===== src/rtl/multicycle_ctrl.sv =====
// Control FSM for the multicycle RV32I core: sequences fetch/decode/exec/mem/wb
// over a shared ALU and a single memory port, with a bus-timeout trap.
module multicycle_ctrl #(
  parameter int unsigned MEM_TIMEOUT = 16,
  parameter int unsigned CNT_W       = 32
) (
  input  logic             clk,
  input  logic             reset,
  input  logic [31:0]      inst,
  input  logic             mem_ready,
  input  logic             branch_taken,
  output logic             mem_req,
  output logic             mem_we,
  output logic             addr_sel,
  output logic             ir_we,
  output logic             pc_we,
  output logic             pc_src,
  output logic             reg_we,
  output logic [1:0]       result_sel,
  output logic [1:0]       alu_a_sel,
  output logic             alu_b_sel,
  output logic             alu_force_add,
  output logic             alu_out_we,
  output logic [2:0]       state,
  output logic             trap,
  output logic             bus_err,
  output logic [CNT_W-1:0] instret
);

  localparam int unsigned TO_W = (MEM_TIMEOUT > 1) ? $clog2(MEM_TIMEOUT) : 1;
  localparam bit          TO_EN = (MEM_TIMEOUT != 0);
  localparam logic [TO_W-1:0] TO_LAST = (MEM_TIMEOUT == 0) ? '0 : TO_W'(MEM_TIMEOUT - 1);

  localparam logic [6:0] OP_R      = 7'b0110011;
  localparam logic [6:0] OP_IMM    = 7'b0010011;
  localparam logic [6:0] OP_LOAD   = 7'b0000011;
  localparam logic [6:0] OP_STORE  = 7'b0100011;
  localparam logic [6:0] OP_BRANCH = 7'b1100011;
  localparam logic [6:0] OP_JAL    = 7'b1101111;
  localparam logic [6:0] OP_JALR   = 7'b1100111;
  localparam logic [6:0] OP_LUI    = 7'b0110111;
  localparam logic [6:0] OP_AUIPC  = 7'b0010111;

  typedef enum logic [2:0] {
    S_FETCH  = 3'd0,
    S_DECODE = 3'd1,
    S_EXEC   = 3'd2,
    S_MEM    = 3'd3,
    S_WB     = 3'd4,
    S_TRAP   = 3'd5
  } state_t;

  state_t            state_q, state_d;
  logic [TO_W-1:0]   wait_q, wait_d;
  logic [CNT_W-1:0]  instret_q, instret_d;
  logic              trap_q, trap_d;
  logic              bus_err_q, bus_err_d;

  logic [6:0] opcode;
  logic       is_store, is_load, is_jal, is_jalr, legal;
  logic       timeout_hit;
  logic       unused_inst;

  assign opcode      = inst[6:0];
  assign unused_inst = ^inst[31:7];
  assign is_store    = (opcode == OP_STORE);
  assign is_load     = (opcode == OP_LOAD);
  assign is_jal      = (opcode == OP_JAL);
  assign is_jalr     = (opcode == OP_JALR);
  assign legal       = (opcode == OP_R) || (opcode == OP_IMM) || is_load || is_store ||
                       (opcode == OP_BRANCH) || is_jal || is_jalr ||
                       (opcode == OP_LUI) || (opcode == OP_AUIPC);
  // Last permitted waiting cycle of a memory access, when timeouts are enabled.
  assign timeout_hit = TO_EN && (wait_q == TO_LAST);

  always_comb begin
    state_d       = state_q;
    wait_d        = wait_q;
    bus_err_d     = bus_err_q;
    mem_req       = 1'b0;
    mem_we        = 1'b0;
    addr_sel      = 1'b0;
    ir_we         = 1'b0;
    pc_we         = 1'b0;
    pc_src        = 1'b0;
    reg_we        = 1'b0;
    result_sel    = 2'd0;
    alu_a_sel     = 2'd0;
    alu_b_sel     = 1'b0;
    alu_force_add = 1'b0;
    alu_out_we    = 1'b0;

    case (state_q)
      S_FETCH: begin
        mem_req = 1'b1;
        if (mem_ready) begin
          ir_we   = 1'b1;
          state_d = S_DECODE;
        end else if (timeout_hit) begin
          state_d   = S_TRAP;
          bus_err_d = 1'b1;
        end else begin
          wait_d = wait_q + TO_W'(1);
        end
      end
      S_DECODE: begin
        // Latch PC+imm as the branch/jal target.
        alu_a_sel     = 2'd1;
        alu_b_sel     = 1'b1;
        alu_force_add = 1'b1;
        alu_out_we    = 1'b1;
        if (!legal)      state_d = S_TRAP;
        else if (is_jal) state_d = S_WB;
        else             state_d = S_EXEC;
      end
      S_EXEC: begin
        case (opcode)
          OP_R: begin
            alu_out_we = 1'b1;
            state_d    = S_WB;
          end
          OP_IMM: begin
            alu_b_sel  = 1'b1;
            alu_out_we = 1'b1;
            state_d    = S_WB;
          end
          OP_LOAD, OP_STORE: begin
            alu_b_sel     = 1'b1;
            alu_force_add = 1'b1;
            alu_out_we    = 1'b1;
            state_d       = S_MEM;
          end
          OP_JALR: begin
            alu_b_sel     = 1'b1;
            alu_force_add = 1'b1;
            alu_out_we    = 1'b1;
            state_d       = S_WB;
          end
          OP_LUI: begin
            alu_a_sel     = 2'd2;
            alu_b_sel     = 1'b1;
            alu_force_add = 1'b1;
            alu_out_we    = 1'b1;
            state_d       = S_WB;
          end
          OP_AUIPC: begin
            alu_a_sel     = 2'd1;
            alu_b_sel     = 1'b1;
            alu_force_add = 1'b1;
            alu_out_we    = 1'b1;
            state_d       = S_WB;
          end
          OP_BRANCH: begin
            pc_we   = 1'b1;
            pc_src  = branch_taken;
            state_d = S_FETCH;
          end
          default: state_d = S_TRAP;
        endcase
      end
      S_MEM: begin
        mem_req  = 1'b1;
        addr_sel = 1'b1;
        mem_we   = is_store;
        if (mem_ready) begin
          if (is_store) begin
            pc_we   = 1'b1;
            state_d = S_FETCH;
          end else begin
            state_d = S_WB;
          end
        end else if (timeout_hit) begin
          state_d   = S_TRAP;
          bus_err_d = 1'b1;
        end else begin
          wait_d = wait_q + TO_W'(1);
        end
      end
      S_WB: begin
        reg_we     = 1'b1;
        pc_we      = 1'b1;
        pc_src     = is_jal || is_jalr;
        result_sel = is_load ? 2'd1 : ((is_jal || is_jalr) ? 2'd2 : 2'd0);
        state_d    = S_FETCH;
      end
      S_TRAP: state_d = S_TRAP;
      default: state_d = S_TRAP;
    endcase

    if ((state_d != state_q) && ((state_d == S_FETCH) || (state_d == S_MEM))) begin
      wait_d = '0;
    end

    // Reset silences every strobe in the cycle it is asserted.
    if (reset) begin
      mem_req       = 1'b0;
      mem_we        = 1'b0;
      addr_sel      = 1'b0;
      ir_we         = 1'b0;
      pc_we         = 1'b0;
      pc_src        = 1'b0;
      reg_we        = 1'b0;
      result_sel    = 2'd0;
      alu_a_sel     = 2'd0;
      alu_b_sel     = 1'b0;
      alu_force_add = 1'b0;
      alu_out_we    = 1'b0;
    end

    trap_d    = trap_q || (state_d == S_TRAP);
    instret_d = instret_q + CNT_W'(pc_we);
  end

  always_ff @(posedge clk) begin
    if (reset) begin
      state_q   <= S_FETCH;
      wait_q    <= '0;
      instret_q <= '0;
      trap_q    <= 1'b0;
      bus_err_q <= 1'b0;
    end else begin
      state_q   <= state_d;
      wait_q    <= wait_d;
      instret_q <= instret_d;
      trap_q    <= trap_d;
      bus_err_q <= bus_err_d;
    end
  end

  assign state   = state_q;
  assign trap    = trap_q;
  assign bus_err = bus_err_q;
  assign instret = instret_q;

endmodule


===== config.mk =====
export PLATFORM = sky130hd
export DESIGN_NAME = multicycle_ctrl
export DESIGN_NICKNAME = d
export VERILOG_FILES = /design/src/rtl/multicycle_ctrl.sv
export SDC_FILE = /design/constraint.sdc
export NUM_CORES = 1
export LEC_CHECK = 0
export BUFFER_PORTS_ARGS = -buffer_cell sky130_fd_sc_hd__clkbuf_2
export CORE_MARGIN = 3
export CORE_UTILIZATION = 44
export DETAILED_ROUTE_END_ITERATION = 8
export PLACE_DENSITY = 0.76
export SYNTH_ARGS = -nofsm -noshare
export SYNTH_HDL_FRONTEND = slang
export SYNTH_SLANG_ARGS = --single-unit

===== constraint.sdc =====
create_clock -name clk -period 2.8 [get_ports clk]
set_input_delay 0.84 -clock clk [delete_from_list [all_inputs] [get_ports clk]]
set_output_delay 0.84 -clock clk [all_outputs]
set_load 0.005 [all_outputs]

==> qor.yml, run 1 <==
multi_input_area_sq_um: 1520
instances_no_fill: 436
synth_cells: 284
synth.top_cells.by_count: "dfxtp_1, nor2_1, xnor2_1, nand2_1, nor3_1"
hold_class: "reg -> reg"
io_pins: 87
drive_gt1_share_pct: 33.9
grt_pass1_vias: 2068
dieWidth_um: 78.6
post_synth_main_area_contributors: "dfxtp_1, xnor2_1, nor2_1, nor3_1, a21oi_1"
cts.sinks: 41
worst_pin_slew_ns: 0.522
setup_ws_ns: -0.0150
critPathLaunchType: "primary input"
rsz0062_at_grt: "yes"
power_density_nw_per_um2: 423
synth_ff_type: "dfxtp_1"
n_antenna_cell: 0
clk_latency_ns: 0.29
ys_ff_latch: 41
finalSetupViolCount: 2
peakVddDrop_mv: 0.254
synth-edff-count: 0
period_needed_ns: 2.82
area_delta_synth_final_pct: 34.6
synth.distinct_cells: 48
root_buffer: "clkbuf_8"
vias: 2302
synth_area_sq_um: 2320
r2r_setup_slack_ns: 0.33
synth_top_area_cell: "dfxtp_1"
antenna_left: 0
register_area_sq_um: 821
fillers: 437
critical_path_class: "in -> out"
timing.final.hold_violations: 0
layout.nets: 407
violations: "setup timing"
slew_headroom_pct: 64.7
timing.fmax_ghz: 0.355
fp.coreArea_sq_um: 4910
dp_hpwl_um: 4240
cp.required_ns: 1.96
dp.cells: 427
ff2ff_path_depth: 9
first_pass_iters: 4
crit_start: "inst[3]"
timing.hold.ws_ns: 0.451
synth_top_area_share_pct: 35.4
worst_clock_skew_ns: 0.00763
post_drt_wl_per_cell_um: 13.5
cp-end-kind: "output pin"
antenna_found_initial: 0
routed_wl_um: 5880
placed_cell_area_sq_um: 2900
rr_startpoint: "state[0]"
dieArea_sq_um: 6170
cap_violations: 0
finalInstanceArea_sq_um: 3120
cp_data_arrival_time_ns: 1.98
status: "finished with violations"
grt_max_degree: 30
endpoint: "alu_a_sel[0]"
grt_pass1_wl_um: 9680
async_flop_share_pct: 0
cts_inserted_buffers: 5
path_max_fanout: 4
cts_tree: "done"
clk_pin_slew_ns: 0.07
portBuffers: 61
remaining_drc_errors: 0
report.final.slew_viol_count: 0
routabilityCongestion: 0.887
p_leak_uw: 0.00128
track_usage_pct: 19.1
synth_warnings: 0
grt.overflow.total: 0
dr.first_iter.drc_count: 112
clk_path_buf_depth: 2
ys_seq_area_share_pct: 35.4
htreeDepth: 2
syn-num-nets: 323
yosysMostFrequentCell: "dfxtp_1"
synth.avg_cell_area_sq_um: 8.16
std_cell_rows: 25
routed_via_density: 5.28
period_share_pct: 101
start_util_pct: 47.2
die_h_um: 78.6
hold_buffers: 0
rr_endpoint: "instret[31]"
[critical path: stages]
cell,delay [ns]
buf_6,0.09
nand3b_1,0.18
buf_4,0.17
nor3_4,0.14
nand4b_1,0.16
o21a_1,0.20
nor2_1,0.08
clkbuf_2,0.12
[power breakdown]
group	internal, uW	total, uW	switching [uW]
combinational	97.3	209	112
clock	291	490	200
sequential	600	618	18.2
total	988	1320	330
[through the flow]
| stage | total power (uW) | utilization, % | TNS (ns) | setup slack [ns] |
|---|---|---|---|---|
| after global placement | 827 | 59.1 | -1.34 | -0.175 |
| after floorplan | 751 | - | -0.0172 | -0.00694 |
| after CTS | 1320 | 61.8 | 0 | 0.00434 |
| after global routing | 1370 | 63.5 | -0.359 | -0.100 |
| final | 1320 | 63.5 | -0.0276 | -0.0150 |
| after detailed placement | 830 | 59.1 | -1.81 | -0.193 |
[timing repair]
item,4_1_cts,5_1_grt
resized for setup,3,14
pin swaps,1,5
endpoints found under the setup margin,7,15
setup buffers,0,1
[cells by family after synthesis]
| kind of cell | after synthesis | synth area share [%] |
|---|---|---|
| buf+inv | 24 | 4.43 |
| flops | 41 | 35.4 |
| fa+ha+maj | 3 | 1.62 |
| simple gates | 141 | 33.9 |
| mux | 6 | 2.65 |
| compound gates | 42 | 11.8 |
| xor+xnor | 27 | 10.2 |
[layout by cell type (no fill, tap or decap), types with 2 or more instances in the layout]
cell type / synthesis / final
a211oi_1: 4 / 4
a21oi_1: 15 / 14
a31oi_1: 3 / 3
and2_1: 4 / 3
and3_1: 6 / 6
and4_1: 3 / 3
buf_4: 0 / 30
buf_6: 1 / 2
clkbuf_2: 0 / 60
clkbuf_8: 0 / 6
dfxtp_1: 41 / 41
ha_1: 3 / 2
inv_1: 9 / 9
mux2i_1: 5 / 4
nand2_1: 19 / 19
nand2b_1: 3 / 3
nand3_1: 12 / 12
nand4_1: 3 / 3
nand4_4: 2 / 2
nand4b_1: 2 / 2
nor2_1: 35 / 35
nor2b_1: 10 / 9
nor3_1: 19 / 12
nor3_2: 0 / 5
nor3_4: 0 / 2
nor4_2: 0 / 4
nor4b_1: 4 / 2
o21ai_0: 7 / 7
o32a_1: 2 / 2
o32ai_1: 2 / 2
or3_1: 6 / 6
or4_1: 2 / 2
xnor2_1: 22 / 22
xor2_1: 5 / 5
[how the worst min path moves through the flow]
stage	from	to	slack, ns	cells past startpoint
after detailed placement	trap	trap	0.44	2
after global routing	trap	trap	0.49	2
after floorplan	trap	trap	0.44	2
after global placement	trap	trap	0.44	2
after CTS	trap	trap	0.46	2
final	trap	trap	0.45	2
[registers in the layout (all words and copies together) (netlist names)]
name	cells
instret	32
bus_err	1
trap	1
state	3
wait_q	4
[area by class of cell]
type | instances | share of cell area, %
timing repair buffer | 92 | 17.6
inverter | 9 | 1.08
clock inverter | 1 | 0.963
sequential | 41 | 26.3
clock buffer | 7 | 2.77
tap | 67 | 2.69
multi-input combinational | 219 | 48.6
[routing by layer]
layer / up-vias / track usage (%) / share of wire, %
met2: 65 / 30.9 / 47
met5: - / 0 / 0
li1: 1182 / - / -
met3: 2 / 4.13 / 5.9
met4: 0 / 4.20 / 0.41
met1: 1053 / 25.9 / 47
Note: power is estimated with default switching activity, not from simulation.
==> run 2: changes to the inputs <==
CORE_UTILIZATION = 45   (was 44)
CTS_BUF_LIST = sky130_fd_sc_hd__clkbuf_4   (was not set)
PLACE_DENSITY = 0.77   (was 0.76)
==> run 2 against run 1 <==
Net effect: the flow still finishes with violations (setup timing); die area shrank 2.1%; critical path depth is 1 higher; clock-buffer cell count decreased by 2; global-route usage increased by 0.89 points; maximum frequency increased by 0.50%; first-iteration DRC count decreased by 23%; power shrank 6.7%; register-to-register slack better by 0.02 ns; final area fell by 0.60%; hold slack better by 0.019 ns; final cell count did not move; largest power group unchanged.
==> qor.yml, run 2 (synthesis results as in run 1) <==
instances_no_fill: 436
routabilityCongestion: 0.837
min_from: "trap"
final_common_cell: "clkbuf_2"
first_pass_iters: 4
cp_data_arrival_time_ns: 1.96
remaining_drc_errors: 0
period_share_pct: 100
dp_hpwl_um: 4280
cp-end-kind: "output pin"
rr_endpoint: "instret[29]"
hold_buffers: 0
dieWidth_um: 77.8
worstPathCellList: "buf_6, nand3b_1, buf_6, nor3_4, buf_4, buf_6, o21ai_2, a21oi_1, buf_2"
period_needed_ns: 2.80
p_comb_share_pct: 16.8
min_to: "trap"
cp.required_ns: 1.96
finalSetupTns_ns: -0.000891
routed_wl_um: 5880
peakVddDrop_mv: 0.380
vias: 2337
p_leak_uw: 0.00128
grt.overflow.total: 0
slew_headroom_pct: 65.6
report.final.slew_viol_count: 0
slowest_delay_ns: 0.20
critPathLaunchType: "primary input"
portBuffers: 61
antenna_found_initial: 0
root_buffer: "clkbuf_4"
cts.sinks: 41
track_usage_pct: 20.0
violations: "setup timing"
final_cell_mix: "clkbuf_2, dfxtp_1, nor2_1, buf_4, xnor2_1"
worst_pin_slew_ns: 0.509
rsz0062_at_grt: "yes"
r2r_setup_slack_ns: 0.35
antenna_left: 0
layout.nets: 407
power_density_nw_per_um2: 397
dieArea_sq_um: 6050
post_drt_wl_per_cell_um: 13.5
switching_share_pct: 28.0
critPathTopFamily: "buffers and inverters"
setup_ws_ns: -0.000891
path_max_fanout: 4
critical_path_class: "in -> out"
finalSetupViolCount: 1
worst_clock_skew_ns: 0.0202
fp.coreArea_sq_um: 4850
final_core_util_pct: 63.9
n_antenna_cell: 0
cp_common_cell: "buf_6"
cp_num_buf_inv: 5
cts_inserted_buffers: 5
grt_pass1_vias: 2164
finalInstanceArea_sq_um: 3100
rr_startpoint: "state[1]"
placed_cell_area_sq_um: 2860
routed_via_density: 5.36
timing.final.hold_violations: 0
std_cell_rows: 25
dp.cells: 422
status: "finished with violations"
power_frac_seq_pct: 50.4
cts_tree: "done"
timing.fmax_ghz: 0.357
htreeDepth: 2
drive_gt1_share_pct: 34.4
cap_violations: 0
p_int_uw: 886
p_switching_uw: 344
die_h_um: 77.8
clkPwrFrac_pct: 32.7
dr.first_iter.drc_count: 86
grt_pass1_wl_um: 10100
area_delta_synth_final_pct: 33.7
io_pins: 87
timing.hold.ws_ns: 0.470
grt_max_degree: 33
clk_path_buf_depth: 2
clk_pin_slew_ns: 0.13
start_util_pct: 47.8
hold_class: "reg -> reg"
largest_reg_flops: 32
critPathSlowestCell: "nand3b_1"
hold_depth: 2
clk_latency_ns: 0.37
ff2ff_path_depth: 8
run 2: cell type report:
cell class / instances / area [sq um]
clock buffers: 5 / 37.5
clock inverters: 3 / 43.8
fillers: 424 / 1750
inverters: 9 / 33.8
multi-input cells: 219 / 1510
flip-flops and latches: 41 / 822
well taps: 67 / 83.8
repair buffers: 92 / 572
run 2: through the flow:
step / setup slack, ns / total power [uW]
floorplan: -0.00694 / 751
global placement: -0.220 / 822
detailed placement: -0.241 / 827
CTS: -0.0208 / 1230
global route: -0.0878 / 1290
finish: -0.000891 / 1230
run 2: how the worst max path moves through the flow:
stage / from / to / slack, ns / cells past startpoint
floorplan: inst[3] / instret[30] / -0.007 / 11
global placement: inst[3] / alu_a_sel[0] / -0.22 / 8
detailed placement: inst[3] / alu_a_sel[0] / -0.24 / 8
CTS: inst[3] / alu_a_sel[0] / -0.02 / 8
global route: inst[3] / alu_b_sel / -0.09 / 9
finish: inst[3] / alu_b_sel / -0.0009 / 9
run 2: repair_timing:
item | in CTS | in global routing
endpoints found under the hold margin | 0 | 0
resized for setup | 5 | 19
buffers inserted | 0 | 6
endpoints found under the setup margin | 7 | 9
pin swaps | 0 | 9
run 2: power groups by stage:
stage                     sequential, uW  combinational [uW]  clock, uW
final                                620                 207        402
after global routing                 624                 230        433
after CTS                            619                 200        412
after detailed placement             631                 197          0
after global placement               630                 192          0
after floorplan                      627                 124          0
run 2: worst reg2reg max path, stage by stage (launching register included):
cell and delay (ns):
dfxtp_1 0.46, nand2b_1 0.21, nand4b_1 0.25, a21oi_2 0.19
ha_2 0.23, nand4_1 0.15, or3_4 0.40, or4_1 0.47
nand2_1 0.07
run 2: layer usage:
metal  track usage [%]  up-vias  share of wire [%]
met4              4.80        0               0.85
met2              30.7       53                 46
met3              3.94        5                4.9
met1              28.5     1100                 48
met5                 0        -                  0
li1                  -     1179                  -
